File: src/rtl/gpio_display_sequencer_if.sv
// rtl/gpio_display_sequencer_if.sv - frame, CPU and GPIO bus signals of the display sequencer
interface gpio_display_sequencer_if;
    logic         frame_valid;
    logic         frame_ready;
    logic [127:0] frame_screen;
    logic [3:0]   frame_sevseg;
    logic         cpu_write;
    logic [63:0]  cpu_address;
    logic [63:0]  cpu_data;
    logic         cpu_stall;
    logic         gpio_write;
    logic         gpio_read;
    logic [63:0]  gpio_address;
    logic [63:0]  gpio_data;
    logic         busy;

    modport master (
        output frame_valid, frame_screen, frame_sevseg, cpu_write, cpu_address, cpu_data,
        input  frame_ready, cpu_stall, gpio_write, gpio_read, gpio_address, gpio_data, busy
    );

    modport slave (
        input  frame_valid, frame_screen, frame_sevseg, cpu_write, cpu_address, cpu_data,
        output frame_ready, cpu_stall, gpio_write, gpio_read, gpio_address, gpio_data, busy
    );
endinterface

File: src/rtl/gpio_display_sequencer.sv
// rtl/gpio_display_sequencer.sv - splits a display frame into three GPIO writes, arbitrated against CPU writes
module gpio_display_sequencer #(
    parameter logic [63:0] BASE_ADDR = 64'h0500_0000_0000_0000
) (
    input  logic                            clock,
    input  logic                            reset_n,
    gpio_display_sequencer_if.slave         bus
);
    typedef enum logic [1:0] {IDLE, WR_LO, WR_HI, WR_SEG} state_t;

    state_t         state_q, state_d;
    logic [1:0]     cnt_q, cnt_d;
    logic [127:0]   screen_q, screen_d;
    logic [3:0]     sevseg_q, sevseg_d;
    logic           gpio_write_q, gpio_write_d;
    logic [63:0]    gpio_address_q, gpio_address_d;
    logic [63:0]    gpio_data_q, gpio_data_d;
    logic           busy;
    logic           cpu_win;
    logic           seq_win;

    assign busy    = (state_q != IDLE);
    // The CPU loses only once it has already taken two beats from a waiting frame.
    assign cpu_win = bus.cpu_write && (cnt_q != 2'd2);
    assign seq_win = busy && !cpu_win;

    assign bus.frame_ready  = (state_q == IDLE) && reset_n;
    assign bus.cpu_stall    = !reset_n || (bus.cpu_write && !cpu_win);
    assign bus.busy         = busy;
    assign bus.gpio_write   = gpio_write_q;
    assign bus.gpio_read    = 1'b0;
    assign bus.gpio_address = gpio_address_q;
    assign bus.gpio_data    = gpio_data_q;

    always_comb begin
        state_d        = state_q;
        cnt_d          = cnt_q;
        screen_d       = screen_q;
        sevseg_d       = sevseg_q;
        gpio_write_d   = 1'b0;
        gpio_address_d = gpio_address_q;
        gpio_data_d    = gpio_data_q;

        if (cpu_win) begin
            gpio_write_d   = 1'b1;
            gpio_address_d = bus.cpu_address;
            gpio_data_d    = bus.cpu_data;
            if (busy) begin
                cnt_d = cnt_q + 2'd1;
            end
        end else if (seq_win) begin
            gpio_write_d = 1'b1;
            cnt_d        = 2'd0;
            case (state_q)
                WR_LO: begin
                    gpio_address_d = BASE_ADDR;
                    gpio_data_d    = screen_q[63:0];
                    state_d        = WR_HI;
                end
                WR_HI: begin
                    gpio_address_d = BASE_ADDR + 64'd1;
                    gpio_data_d    = screen_q[127:64];
                    state_d        = WR_SEG;
                end
                WR_SEG: begin
                    gpio_address_d = BASE_ADDR + 64'd2;
                    gpio_data_d    = {60'b0, sevseg_q};
                    state_d        = IDLE;
                end
                default: begin
                    gpio_write_d = 1'b0;
                end
            endcase
        end

        // Acceptance runs alongside a CPU beat; the frame's first arbitration is next cycle.
        if (state_q == IDLE) begin
            cnt_d = 2'd0;
            if (bus.frame_valid) begin
                screen_d = bus.frame_screen;
                sevseg_d = bus.frame_sevseg;
                state_d  = WR_LO;
            end
        end
    end

    always_ff @(posedge clock) begin
        if (!reset_n) begin
            state_q        <= IDLE;
            cnt_q          <= 2'd0;
            screen_q       <= '0;
            sevseg_q       <= '0;
            gpio_write_q   <= 1'b0;
            gpio_address_q <= '0;
            gpio_data_q    <= '0;
        end else begin
            state_q        <= state_d;
            cnt_q          <= cnt_d;
            screen_q       <= screen_d;
            sevseg_q       <= sevseg_d;
            gpio_write_q   <= gpio_write_d;
            gpio_address_q <= gpio_address_d;
            gpio_data_q    <= gpio_data_d;
        end
    end
endmodule

File: src/flat_wrapper.sv
// flat-port wrapper written by rule: the top's interface ports become plain ports
module gpio_display_sequencer_flat 
#(
    parameter logic [63:0] BASE_ADDR = 64'h0500_0000_0000_0000
)
  (clock, reset_n, bus_frame_valid, bus_frame_screen, bus_frame_sevseg, bus_cpu_write, bus_cpu_address, bus_cpu_data, bus_frame_ready, bus_cpu_stall, bus_gpio_write, bus_gpio_read, bus_gpio_address, bus_gpio_data, bus_busy);
  gpio_display_sequencer_if bus_i ();
  input  logic clock;
  input  logic reset_n;
  input wire logic [$bits(bus_i.frame_valid)-1:0] bus_frame_valid;
  input wire logic [$bits(bus_i.frame_screen)-1:0] bus_frame_screen;
  input wire logic [$bits(bus_i.frame_sevseg)-1:0] bus_frame_sevseg;
  input wire logic [$bits(bus_i.cpu_write)-1:0] bus_cpu_write;
  input wire logic [$bits(bus_i.cpu_address)-1:0] bus_cpu_address;
  input wire logic [$bits(bus_i.cpu_data)-1:0] bus_cpu_data;
  output wire logic [$bits(bus_i.frame_ready)-1:0] bus_frame_ready;
  output wire logic [$bits(bus_i.cpu_stall)-1:0] bus_cpu_stall;
  output wire logic [$bits(bus_i.gpio_write)-1:0] bus_gpio_write;
  output wire logic [$bits(bus_i.gpio_read)-1:0] bus_gpio_read;
  output wire logic [$bits(bus_i.gpio_address)-1:0] bus_gpio_address;
  output wire logic [$bits(bus_i.gpio_data)-1:0] bus_gpio_data;
  output wire logic [$bits(bus_i.busy)-1:0] bus_busy;
  assign bus_i.frame_valid = bus_frame_valid;
  assign bus_i.frame_screen = bus_frame_screen;
  assign bus_i.frame_sevseg = bus_frame_sevseg;
  assign bus_i.cpu_write = bus_cpu_write;
  assign bus_i.cpu_address = bus_cpu_address;
  assign bus_i.cpu_data = bus_cpu_data;
  assign bus_frame_ready = bus_i.frame_ready;
  assign bus_cpu_stall = bus_i.cpu_stall;
  assign bus_gpio_write = bus_i.gpio_write;
  assign bus_gpio_read = bus_i.gpio_read;
  assign bus_gpio_address = bus_i.gpio_address;
  assign bus_gpio_data = bus_i.gpio_data;
  assign bus_busy = bus_i.busy;
  gpio_display_sequencer #(.BASE_ADDR(BASE_ADDR)) u_core (.clock(clock), .reset_n(reset_n), .bus(bus_i));
endmodule
File: config.mk
export PLATFORM = sky130hd
export DESIGN_NAME = gpio_display_sequencer_flat
export DESIGN_NICKNAME = d
export VERILOG_FILES = /design/src/rtl/gpio_display_sequencer_if.sv /design/src/rtl/gpio_display_sequencer.sv /design/src/flat_wrapper.sv
export SDC_FILE = /design/constraint.sdc
export NUM_CORES = 1
export LEC_CHECK = 0
export ABC_AREA = 1
export ABC_CLOCK_PERIOD_IN_PS = 2500
export CAP_MARGIN = 20
export CORE_AREA = 2 2 156 158
export DETAILED_ROUTE_END_ITERATION = 12
export DIE_AREA = 0 0 158 160
export PLACE_DENSITY_LB_ADDON = 0.2
export SYNTH_ARGS = -nofsm -noshare
export SYNTH_HDL_FRONTEND = slang
export SYNTH_SLANG_ARGS = --single-unit
File: constraint.sdc
create_clock -name clock -period 2.5 [get_ports clock]
set_input_delay 0.5 -clock clock [delete_from_list [all_inputs] [get_ports clock]]
set_output_delay 0.5 -clock clock [all_outputs]
set_load 0.005 [all_outputs]
; After elaboration in Yosys (flattened, before gate mapping)
; Index checks and enable logic that the tools add are counted.
[totals]
regBits = 265
latch_bits = 0
ramBits = 0
rom_bits = 0
input_bits = 264
out_inout_bits = 133
wordCells = 47
memories = 0
[op_classes]
add_sub_neg = 1
mul = 0
div = 0
order_cmp = 0
n_eq_ne = 5
n_shift = 0
n_mux = 17
bitwise = 1
reduce_logical = 16
[op_table]
columns = operator, count
row1 = 64-bit case mux with 3 select lines, 2
row2 = 64-bit two-way mux, 4
row3 = 2-bit two-way mux, 7
row4 = 2-bit case mux with 3 select lines, 1
row5 = 2-bit AND reduction, 3
row6 = "2-bit equality test, second input constant", 2
row7 = 1-bit logical AND, 4
row8 = 2-bit nonzero test, 2
row9 = 4-bit nonzero test, 1
row10 = 1-bit two-way mux, 3
row11 = 3-bit OR reduction, 1
row12 = "2-bit by 1-bit adder with 2-bit output, second input constant", 1
row13 = "2-bit by 1-bit equality test with 1-bit output, second input constant", 1
row14 = 1-bit logical NOT, 2
row15 = 2-bit logical NOT, 1
row16 = "2-bit by 1-bit inequality test with 1-bit output, second input constant", 1
row17 = "2-bit inequality test, second input constant", 1
row18 = 2-bit OR reduction, 1
row19 = 1-bit logical OR, 1
row20 = 1-bit inverter, 1

; Longest topological paths before layout
; Gate-level depths: netlist of the first run.
[depth]
depth_word = 8
mapped_depth = 11
depth_no_buf = 9

; Worst setup path before layout of the first run
; OpenSTA, ideal clock, no wires.
[synth_path]
path_kind = in2out
start = input port reset_n
end = output port bus_cpu_stall
t_arrival_ns = 1.184
t_required_ns = 2.000
path_slack_ns = 0.816
stages = 4
path_buffers = 3
path_cell_list = buf_2 -> buf_2 -> buf_1 -> o21ai_0
[synth_between]
elab_chain_len = 2
[synth_rtl]
columns = item, line_no
row1 = start: declaration, flat_wrapper.sv:9  ; input logic reset_n;
row2 = 1-bit logical NOT, gpio_display_sequencer.sv:28  ; assign bus.cpu_stall = !reset_n || (bus.cpu_write && !cpu_win);
row3 = 1-bit logical OR, gpio_display_sequencer.sv:28
row4 = end: declaration, flat_wrapper.sv:17  ; output wire logic [$bits(bus_i.cpu_stall)-1:0] bus_cpu_stall;
; No other way between the ends.

; Final worst setup path of the first run
[layout_path]
start = register u_core.cnt_q[0]
end = output port bus_cpu_stall
[layout_between]
elab_chain_len = 5
[layout_rtl]
columns = item, line_no
row1 = start: declaration, gpio_display_sequencer.sv:12  ; logic [1:0] cnt_q, cnt_d;
row2 = start signal: assignment, gpio_display_sequencer.sv:98  ; cnt_q <= cnt_d;
row3 = 2-bit inequality test, gpio_display_sequencer.sv:24  ; assign cpu_win = bus.cpu_write && (cnt_q != 2'd2);
row4 = 1-bit logical AND, gpio_display_sequencer.sv:24
row5 = 1-bit logical NOT, gpio_display_sequencer.sv:28
row6 = 1-bit logical AND, gpio_display_sequencer.sv:28
row7 = 1-bit logical OR, gpio_display_sequencer.sv:28
; No other way between the ends.

==> metrics.md, run 1 <==
| Metric | Value |
|---|---|
| Dpl hpwl | `22530 um` |
| Total track usage | `0.2518` |
| Post-synthesis instance area | `0.01056 mm2` |
| WL/cell | `15.50 um` |
| Worst hold path type | `reg2reg` |
| Layout area overhead | `47.98%` |
| Fin. max-slew vios | `0` |
| Final hold viol count | `0` |
| Grt ovf | `0` |
| Routability cong. | `0.8146` |
| Die Ht | `160 um` |
| Worst r2r path cells | `10` |
| Synth cell types | `25` |
| Reg clk slew, reported paths | `0.06 ns` |
| VDD IR max | `554.3 uV` |
| H-Tree Depth | `1` |
| Rows | `57` |
| Total Power | `10.75 mW` |
| Port bufs | `395` |
| Finish-stage setup viols | `0` |
| Synth warnings | `0` |
| Least-Margin Pin Slew | `0.6678 ns` |
| Worst Setup Path Type | `reg2out` |
| Fmax | `415.5 MHz` |
| # nets final | `2066` |
| Period minus WS final | `2.407 ns` |
| Synthesized area per cell | `7.260 um2` |
| Antenna Violating Nets Remaining | `0` |
| Die area | `0.02528 mm2` |
| TNS Setup | `0 ns` |
| # fillers | `2141` |
| Crit path DAT | `1.91 ns` |
| Setup repair after global routing missed its margin | `no` |
| Fin Clk Skew | `0.01036 ns` |
| Critical Path RT | `2.00 ns` |
| Cell count after synthesis | `1455` |
| Latest clock arrival within the worst-skew pair | `0.53 ns` |
| FF/Latch Area | `0.005306 mm2` |
| Setup crit end kind | `primary output` |
| Antenna violations before repair | `4` |
| Detailed Route WL | `33180 um` |
| Clk buf depth | `3` |
| First-pass GRT wire length | `51220 um` |
| Share of layout cells above drive strength 1 | `0.04686` |
| DR iter-0 viols | `526` |
| I/O pin cnt | `397` |
| Drt pass-1 iters | `6` |
| Power per cell area | `687.4 mW/mm2` |
| Maxcap violations | `0` |
| CTS Buf Count | `28` |
| Post-DR vias/cell | `4.913` |
| Vias | `10520` |
| Total core area | `0.02382 mm2` |
| CTS tree | `yes` |
| Vias in the first global route | `9857` |
| Multi-input gate area | `0.004498 mm2` |
| Sequential-to-total area share from yosys stat | `0.5022` |
| Worst hold stages | `2` |
| Starting density of the core | `0.4435` |
| Clock Root Buffer | `clkbuf_16` |
| Crit-path max FO | `3` |
| Slew Limit Headroom | `0.5548` |
| Pleak | `6.312 nW` |
| Largest net degree at the start of global routing | `163` |
| Post-Syn Nets | `1725` |
| Total clock sinks | `265` |
| Remaining DRCs | `0` |
| Tcrit/Tclk final | `0.9628` |
| Synth Register Bits | `265` |
| Critical Path Start Type | `register` |
| Die width | `158 um` |
| Status | `complete, no violations` |
-- layout make-up --
cell class	instances	share of cell area
Antenna cell	3	0.0004802
Clock buffer	39	0.05138
Clock inverter	9	0.006323
Inverter	77	0.01849
Multi-Input combinational cell	1006	0.2877
Sequential cell	265	0.3394
Tap cell	324	0.02593
Timing Repair Buffer	418	0.2702
-- critical path, stage by stage, from the launching register on --
cell,delay (ns)
dfxtp_1,0.32
inv_1,0.06
ha_2,0.23
inv_1,0.08
o21ai_0,0.17
clkdlybuf4s50_1,0.53
-- through the flow --
stage / instance area (um2) / hold WS (ns) / util / cells / setup slack, ns
after CTS: 15620 / 0.4546 / 0.6557 / 2138 / 0.02243
after floorplan: 10560 / 0.4297 / - / 1455 / 0.8164
final: 15630 / 0.4508 / 0.6563 / 2141 / 0.09301
after global routing: 15630 / 0.4685 / 0.6562 / 2140 / 0.008205
after detailed placement: 14720 / 0.4456 / 0.6178 / 2090 / 0.2581
after global placement: 14720 / 0.4370 / 0.6178 / 2090 / 0.2229
-- power by group --
| group | leakage, nW | internal [mW] | total, mW | switching, mW |
|---|---|---|---|---|
| Combinational | 3.67 | 0.998 | 1.89 | 0.894 |
| Clock | 0.449 | 2.43 | 4.08 | 1.65 |
| Sequential | 2.20 | 4.60 | 4.77 | 0.167 |
-- logic make-up after synthesis --
group	Yosys count	synth area share
fa+ha+maj	6	0.007106
buf+inv	184	0.07485
compound gates	399	0.1987
flops	265	0.5022
simple gates	600	0.2167
other cells	1	0.0003550
-- cells in the final DEF (no fill, tap or decap), types with 2 or more instances in the layout --
| cell | synthesis | layout |
|---|---|---|
| bufinv_16 | 0 | 2 |
| clkdlybuf4s50_1 | 0 | 394 |
| nor2_4 | 0 | 2 |
| o22ai_1 | 27 | 27 |
| nor3_1 | 9 | 9 |
| inv_2 | 6 | 7 |
| or2_2 | 2 | 2 |
| buf_4 | 6 | 16 |
| inv_1 | 70 | 70 |
| dfxtp_1 | 265 | 264 |
| nor2_1 | 287 | 286 |
| o21bai_1 | 26 | 26 |
| clkbuf_16 | 0 | 29 |
| nand2_4 | 1 | 2 |
| buf_12 | 0 | 8 |
| nand3_1 | 5 | 4 |
| a21oi_1 | 146 | 146 |
| clkbuf_1 | 60 | 6 |
| ha_1 | 6 | 3 |
| clkinv_2 | 0 | 6 |
| o21ai_0 | 198 | 198 |
| clkbuf_8 | 0 | 4 |
| diode_2 | 0 | 3 |
| ha_2 | 0 | 3 |
| nand2_1 | 293 | 293 |
-- final timing paths --
path,startpoint,endpoint,slack (ns)
min reg2reg,u_core.screen_q[44],u_core.screen_q[44],0.45
max,u_core.cnt_q[0],bus_cpu_stall,0.09
max reg2reg,u_core.state_q[0],u_core.bus.gpio_address[3],0.54
min,u_core.screen_q[44],u_core.screen_q[44],0.45
-- flip-flops by register name, indices dropped and copies added (netlist names) --
signal,count
u_core.sevseg_q,4
u_core.state_q,2
u_core.bus.gpio_write,1
u_core.cnt_q,2
u_core.bus.gpio_data,64
u_core.screen_q,128
u_core.bus.gpio_address,64
-- synth_stat cells --
| cell type | count | area share |
|---|---|---|
| nand2_1 | 293 | 0.10 |
| nor2_1 | 287 | 0.10 |
| dfxtp_1 | 265 | 0.50 |
| o21ai_0 | 198 | 0.094 |
| a21oi_1 | 146 | 0.069 |
| inv_1 | 70 | 0.025 |
| clkbuf_1 | 60 | 0.021 |
| buf_2 | 32 | 0.015 |
| o22ai_1 | 27 | 0.016 |
| o21bai_1 | 26 | 0.018 |
| nor3_1 | 9 | 0.0043 |
| buf_4 | 6 | 0.0043 |
| ha_1 | 6 | 0.0071 |
| inv_2 | 6 | 0.0021 |
| buf_6 | 5 | 0.0053 |
| nand3_1 | 5 | 0.0024 |
| buf_1 | 4 | 0.0014 |
| nand2_2 | 2 | 0.0012 |
| or2_2 | 2 | 0.0012 |
| a31oi_1 | 1 | 0.00059 |
| clkinv_1 | 1 | 0.00035 |
| conb_1 | 1 | 0.00035 |
| nand2_4 | 1 | 0.0011 |
| nor2_2 | 1 | 0.00059 |
| o21a_1 | 1 | 0.00071 |
-- per-layer routing --
| layer | share of wire | GRT usage | wire length, um |
|---|---|---|---|
| met3 | 0.089 | 0.07707 | 2959 |
| met2 | 0.48 | 0.4291 | 15980 |
| met5 | 0.00039 | 0 | 13 |
| met1 | 0.40 | 0.3017 | 13260 |
| met4 | 0.029 | 0.08108 | 968 |
-- timing repair --
item,CTS,global route
hold buffers,0,0
buffers inserted,0,0
gates resized for setup,0,3
endpoints found under the setup margin,0,3
endpoints found under the hold margin,0,0
(Power assumes the default switching activity.)
==> run 2: changes to the inputs <==
--- a/config.mk
+++ b/config.mk
@@ -6,7 +6,7 @@
 export NUM_CORES = 1
 export LEC_CHECK = 0
 export ABC_AREA = 1
-export ABC_CLOCK_PERIOD_IN_PS = 2500
+export ABC_CLOCK_PERIOD_IN_PS = 3100
 export CAP_MARGIN = 20
 export CORE_AREA = 2 2 156 158
 export DETAILED_ROUTE_END_ITERATION = 12
==> constraint.sdc (replaced) <==
create_clock -name clock -period 3.1 [get_ports clock]
set_input_delay 0.62 -clock clock [delete_from_list [all_inputs] [get_ports clock]]
set_output_delay 0.62 -clock clock [all_outputs]
set_load 0.005 [all_outputs]
==> run 2 against run 1 <==
Global-route usage is 0.29 points lower; clock power is 22% lower; die area stayed put; flip-flop and latch count stayed put; utilization is 0.29 points lower; sequential power is 19% lower; non-clock buffer count is 4 lower; critical path type unchanged; via count is 0.23% lower; hold slack worse by 0.0016 ns.
==> metrics.md, run 2 (same netlist as run 1, synthesis figures left out) <==
| Metric | Value |
|---|---|
| Status | `complete, no violations` |
| Resized Gates After CTS | `0 (unchanged)` |
| Most common cell after layout, fill and taps aside | `clkdlybuf4s50_1` |
| Dpl hpwl | `22300 um (-1.0%)` |
| CP max stage cell | `clkdlybuf4s50_1` |
| Total Power | `8.557 mW (-20%)` |
| Clock Root Buffer | `clkbuf_16` |
| DR iter-0 viols | `574 (+9.1%)` |
| Final WS setup | `0.4926 ns (+0.3996 ns)` |
| Largest register FFs | `128 (unchanged)` |
| Remaining DRCs | `0 (unchanged)` |
| Switching portion of total power | `0.2529 (+0.0003157)` |
| Layout area overhead | `47.33%` |
| Vias | `10500 (-0.23%)` |
| Post-CTS Setup Bufs | `0 (unchanged)` |
| Max incr delay on CP | `0.53 ns (about the same)` |
| CTS Hold Buffers Added | `0 (unchanged)` |
| Die area | `0.02528 mm2 (unchanged)` |
| Power per cell area | `549.8 mW/mm2 (-20%)` |
| CTS Buf Count | `28 (unchanged)` |
| Starting density of the core | `0.4435 (unchanged)` |
| TNS Setup | `0 ns (unchanged)` |
| Most frequent cells in the layout | `clkdlybuf4s50_1, nand2_1, nor2_1` |
| Place WS | `0.5778 ns (+0.3197 ns)` |
| Tcrit/Tclk final | `0.8411` |
| Reg-to-reg setup timing slack | `1.00 ns (+0.46 ns)` |
| Setup crit end kind | `primary output` |
| Period minus WS final | `2.607 ns` |
| Fin. max-slew vios | `0 (unchanged)` |
| Critical Path RT | `2.48 ns (+0.48 ns)` |
| Internal Power | `6.394 mW (-20%)` |
| Clk buf depth | `3 (unchanged)` |
| I/O pin cnt | `397 (unchanged)` |
| WL/cell | `15.38 um (-0.74%)` |
| Largest net degree at the start of global routing | `187 (+15%)` |
| Share of layout cells above drive strength 1 | `0.04254 (-0.004316)` |
| Fmax | `383.5 MHz` |
| First-pass GRT wire length | `50810 um (-0.79%)` |
| M2 GR Usage | `0.4265 (-0.002569)` |
| Slew Limit Headroom | `0.4284 (-0.1264)` |
| Worst path most repeated cell | `inv_1` |
| Port bufs | `395 (unchanged)` |
| Sw Pwr | `2.164 mW (-20%)` |
| Worst Setup Path Type | `reg2out` |
| Met3 GRT Util | `0.07843 (+0.001357)` |
| Maxcap violations | `0 (unchanged)` |
| Reg clk slew, reported paths | `0.06 ns (about the same)` |
| Rows | `57 (unchanged)` |
| VDD IR max | `412.9 uV (-26%)` |
| Crit-path max FO | `3 (unchanged)` |
| Grt ovf | `0 (unchanged)` |
| Finish-stage setup viols | `0 (unchanged)` |
| CP cell instances | `inv_1, ha_1, inv_1, o21ai_0, clkdlybuf4s50_1` |
| Routability cong. | `0.7865 (-3.4%)` |
| CP delay by family, top | `buffers and inverters` |
| Die width | `158 um (unchanged)` |
| # nets final | `2062 (-0.19%)` |
| CTS tree | `yes` |
| Drt pass-1 iters | `5 (-1)` |
| Worst hold path type | `reg2reg` |
| H-Tree Depth | `1 (unchanged)` |
| Sequential Power Share | `0.449 (+0.005)` |
| Total track usage | `0.2489 (-0.002854)` |
| Comb pwr share | `0.177 (about the same)` |
| Pleak | `6.279 nW (-0.52%)` |
| Clk pwr share | `0.374 (-0.006)` |
| GR Util met1 | `0.2893 (-0.01239)` |
| Fin Clk Skew | `0.005957 ns (-0.004398 ns)` |
| Final hold viol count | `0 (unchanged)` |
| Setup repair after global routing missed its margin | `no` |
| Detailed Route WL | `32870 um (-0.93%)` |
| Total core area | `0.02382 mm2 (unchanged)` |
| Total clock sinks | `265 (unchanged)` |
| Critical Path Start Type | `register` |
| Latest clock arrival within the worst-skew pair | `0.53 ns (about the same)` |
| Least-Margin Pin Slew | `0.8575 ns (+0.1897 ns)` |
| Cell Area, Placed | `0.01467 mm2 (-0.29%)` |
| Die Ht | `160 um (unchanged)` |
| Antenna Violating Nets Remaining | `0 (unchanged)` |
| Reg with most FFs | `u_core.screen_q` |
| Bufs and invs on worst path | `3 (unchanged)` |
| Cell area after layout | `0.01556 mm2 (-0.44%)` |
| Post-DR vias/cell | `4.911 (about the same)` |
| Vias in the first global route | `10100 (+2.4%)` |
| Antenna violations before repair | `4 (unchanged)` |
| Gr busiest metal | `met2` |
| Crit path DAT | `1.99 ns (+0.08 ns)` |
-- run 2: worst reg2reg max path, delay by kind of cell, from the launching register on --
| family | cells | cell delay [ns] |
|---|---|---|
| AOI/OAI and AO/OA | 1 | 0.14 |
| adders and majority gates | 1 | 0.32 |
| buffers and inverters | 4 | 0.80 |
| DFF | 1 | 0.36 |
| and+or+nand+nor | 4 | 0.42 |
-- run 2: final timing paths --
check | from | end | cells after the start
setup / recovery | u_core.cnt_q[0] | bus_cpu_stall | 5
hold / removal | u_core.screen_q[59] | u_core.screen_q[59] | 2
setup reg to reg | u_core.state_q[0] | u_core.bus.gpio_address[37] | 10
hold reg to reg | u_core.screen_q[59] | u_core.screen_q[59] | 2
-- run 2: through the flow --
stage,util,hold slack (ns),instances
after floorplan,-,0.4297,1455
after global placement,0.6160,0.4392,2086
after detailed placement,0.6160,0.4463,2086
after CTS,0.6531,0.4548,2134
after global routing,0.6533,0.4716,2136
final,0.6534,0.4493,2137
-- run 2: routing by layer --
layer | vias up | routed length, um
li1 | 5348 | -
met1 | 4760 | 13180
met2 | 327 | 15630
met3 | 58 | 2990
met4 | 2 | 1059
met5 | - | 13
-- run 2: cell type report --
class | instances | area, um2
fill | 2161 | 8257
sequential | 265 | 5305
multi-input combinational | 1006 | 4493
timing repair buffer | 414 | 4182
clock buffer | 44 | 862.1
tap | 324 | 405.4
inverter | 77 | 289.0
clock inverter | 4 | 20.02
antenna | 3 | 7.507
-- run 2: power groups by stage --
stage / sequential, mW / combinational (mW) / clock [mW]
floorplan: 3.91 / 0.731 / 0
global placement: 3.90 / 1.50 / 0
detailed placement: 3.92 / 1.52 / 0
CTS: 3.84 / 1.53 / 3.28
global route: 3.87 / 1.68 / 3.42
finish: 3.84 / 1.51 / 3.20
==> run 3: changes to the inputs <==
--- a/config.mk
+++ b/config.mk
@@ -6,11 +6,11 @@
 export NUM_CORES = 1
 export LEC_CHECK = 0
 export ABC_AREA = 1
-export ABC_CLOCK_PERIOD_IN_PS = 3100
+export ABC_CLOCK_PERIOD_IN_PS = 2500
 export CAP_MARGIN = 20
-export CORE_AREA = 2 2 156 158
+export CORE_MARGIN = 2
+export CORE_UTILIZATION = 44
 export DETAILED_ROUTE_END_ITERATION = 12
-export DIE_AREA = 0 0 158 160
 export PLACE_DENSITY_LB_ADDON = 0.2
 export SYNTH_ARGS = -nofsm -noshare
 export SYNTH_HDL_FRONTEND = slang
==> constraint.sdc (replaced) <==
create_clock -name clock -period 2.5 [get_ports clock]
set_input_delay 0.5 -clock clock [delete_from_list [all_inputs] [get_ports clock]]
set_output_delay 0.5 -clock clock [all_outputs]
set_load 0.005 [all_outputs]
==> run 3 against run 2 <==
Wire length rose by 2.4%; design area is 0.80% higher; setup slack worse by 0.38 ns; critical path type unchanged.
==> metrics.md, run 3 (same netlist as run 1, synthesis figures left out) <==
| Metric | Value |
|---|---|
| Status | `complete, no violations` |
| CTS tree | `yes` |
| H-Tree Depth | `1 (unchanged)` |
| Vias in the first global route | `10100 (+0.030%)` |
| Share of layout cells above drive strength 1 | `0.04628 (+0.003740)` |
| Remaining DRCs | `0 (unchanged)` |
| Number of instances in the placed design | `2082 (-0.19%)` |
| Fin Hold WS | `0.4305 ns (-0.01875 ns)` |
| Antenna Violating Nets Remaining | `0 (unchanged)` |
| Pleak | `6.331 nW (+0.83%)` |
| Most common cell after layout, fill and taps aside | `clkdlybuf4s50_1` |
| Worst hold path type | `in2reg` |
| Reg with most FFs | `u_core.screen_q` |
| DR iter-0 viols | `774 (+35%)` |
| Tcrit/Tclk final | `0.9549` |
| Finish-stage setup viols | `0 (unchanged)` |
| Detailed Route WL | `33680 um (+2.4%)` |
| Setup repair after global routing missed its margin | `no` |
| Die area | `0.02526 mm2 (about the same)` |
| Clock Root Buffer | `clkbuf_16` |
| Total clock sinks | `265 (unchanged)` |
| Maxcap violations | `0 (unchanged)` |
| Max incr delay on CP | `0.53 ns (about the same)` |
| WL/cell | `15.74 um (+2.3%)` |
| Least-Margin Pin Slew | `0.6553 ns (-0.2021 ns)` |
| Drt pass-1 iters | `5 (unchanged)` |
| First-pass GRT wire length | `53120 um (+4.5%)` |
| Routability cong. | `0.8363 (+6.3%)` |
| Bufs and invs on worst path | `3 (unchanged)` |
| Die width | `158.9 um (+0.60%)` |
| Post-DR vias/cell | `4.977 (+1.3%)` |
| Latest clock arrival within the worst-skew pair | `0.54 ns (about the same)` |
| Grt ovf | `0 (unchanged)` |
| Critical Path Start Type | `register` |
| Crit path DAT | `1.89 ns (-0.10 ns)` |
| Slew Limit Headroom | `0.5631 (+0.1347)` |
| Total track usage | `0.2568 (+0.007902)` |
| Final hold viol count | `0 (unchanged)` |
| Fin Clk Skew | `0.01263 ns (+0.006675 ns)` |
| Non-Filler Instances | `2140 (+0.14%)` |
| Most frequent cells in the layout | `clkdlybuf4s50_1, nand2_1, nor2_1` |
| Rows | `56 (-1.8%)` |
| CP cell instances | `inv_1, ha_4, inv_2, clkdlybuf4s50_1` |
| Power per cell area | `698.8 mW/mm2 (+27%)` |
| Setup crit end kind | `primary output` |
| Total core area | `0.02354 mm2 (-1.2%)` |
| Layout area overhead | `48.50%` |
| Post-CTS Setup Bufs | `0 (unchanged)` |
| Fmax | `418.9 MHz` |
| Final Core Density | `0.6663 (+0.01297)` |
| CP max stage cell | `clkdlybuf4s50_1` |
| CP delay by family, top | `buffers and inverters` |
| Vias | `10650 (+1.5%)` |
| Starting density of the core | `0.4487 (+0.005232)` |
| I/O pin cnt | `397 (unchanged)` |
| Dpl hpwl | `22870 um (+2.5%)` |
| Period minus WS final | `2.387 ns` |
| Final WS setup | `0.1128 ns (-0.3798 ns)` |
| Place WS | `0.2005 ns (-0.3773 ns)` |
| Largest register FFs | `128 (unchanged)` |
| Worst Setup Path Type | `reg2out` |
| Fin. max-slew vios | `0 (unchanged)` |
| Die Ht | `158.9 um (-0.66%)` |
| CTS Hold Buffers Added | `0 (unchanged)` |
| # nets final | `2063 (+0.048%)` |
| Antenna violations before repair | `5 (+1)` |
| Clk buf depth | `3 (unchanged)` |
| Reg clk slew, reported paths | `0.06 ns (about the same)` |
| Crit-path max FO | `5 (+2)` |
| VDD IR max | `447.7 uV (+8.4%)` |
| Port bufs | `395 (unchanged)` |
| CTS Buf Count | `28 (unchanged)` |
| Critical Path RT | `2.00 ns (-0.48 ns)` |
| Largest net degree at the start of global routing | `126 (-33%)` |
| TNS Setup | `0 ns (unchanged)` |
-- run 3: cell count changes in the layout (fill, tap and decap cells not counted) --
cell | previous run | this run
o21ai_0 | 198 | 197
o21ai_1 | 0 | 1
diode_2 | 3 | 6
ha_4 | 0 | 1
buf_12 | 7 | 8
ha_2 | 1 | 2
ha_1 | 5 | 3
clkbuf_8 | 8 | 10
bufinv_16 | 0 | 2
-- run 3: area by class of cell --
class	instances	area [um2]
fill	2070	7855
sequential	265	5305
tap	319	399.1
clock buffer	46	889.6
timing repair buffer	415	4202
antenna	6	15.01
clock inverter	6	80.08
multi-input combinational	1006	4508
inverter	77	289.0
-- run 3: power by group --
part	internal (mW)	switching, mW
sequential	4.60	0.165
clock	2.62	1.68
combinational	0.995	0.905
total	8.22	2.75
-- run 3: tightest hold or removal path, delay by kind of cell --
kind / cells / cell delay, ns
compound gates: 1 / 0.13
buf+inv: 2 / 0.29
-- run 3: through the flow --
stage	total power [mW]	area, um2
6_report	10.96	15690
3_3_place_gp	6.707	14690
2_1_floorplan	5.751	10560
3_5_place_dp	6.752	14690
5_1_grt	11.47	15690
4_1_cts	11.04	15660
-- run 3: routing by layer --
layer  vias to the layer above  track usage  wire length (um)
met1                      4850       0.3058             13610
met2                       376       0.4375             16110
met5                         -            0                 0
li1                       5354            -                 -
met4                         0       0.1079              1243
met3                        71      0.07163              2707
-- run 3: path summary, 6_finish.rpt --
path                                           from  cells past startpoint  slack, ns                       end
worst max-delay path              u_core.state_q[1]                      4       0.11                  bus_busy
worst min-delay path                        reset_n                      3       0.43   u_core.bus.gpio_data[3]
worst max register to register    u_core.state_q[0]                      7       0.41  u_core.bus.gpio_data[57]
worst min register to register  u_core.screen_q[56]                      2       0.45       u_core.screen_q[56]
-- run 3: what timing repair did --
action	4_1_cts	5_1_grt
pin swaps	0	0
gates resized for setup	1	3
endpoints found under the setup margin	1	3
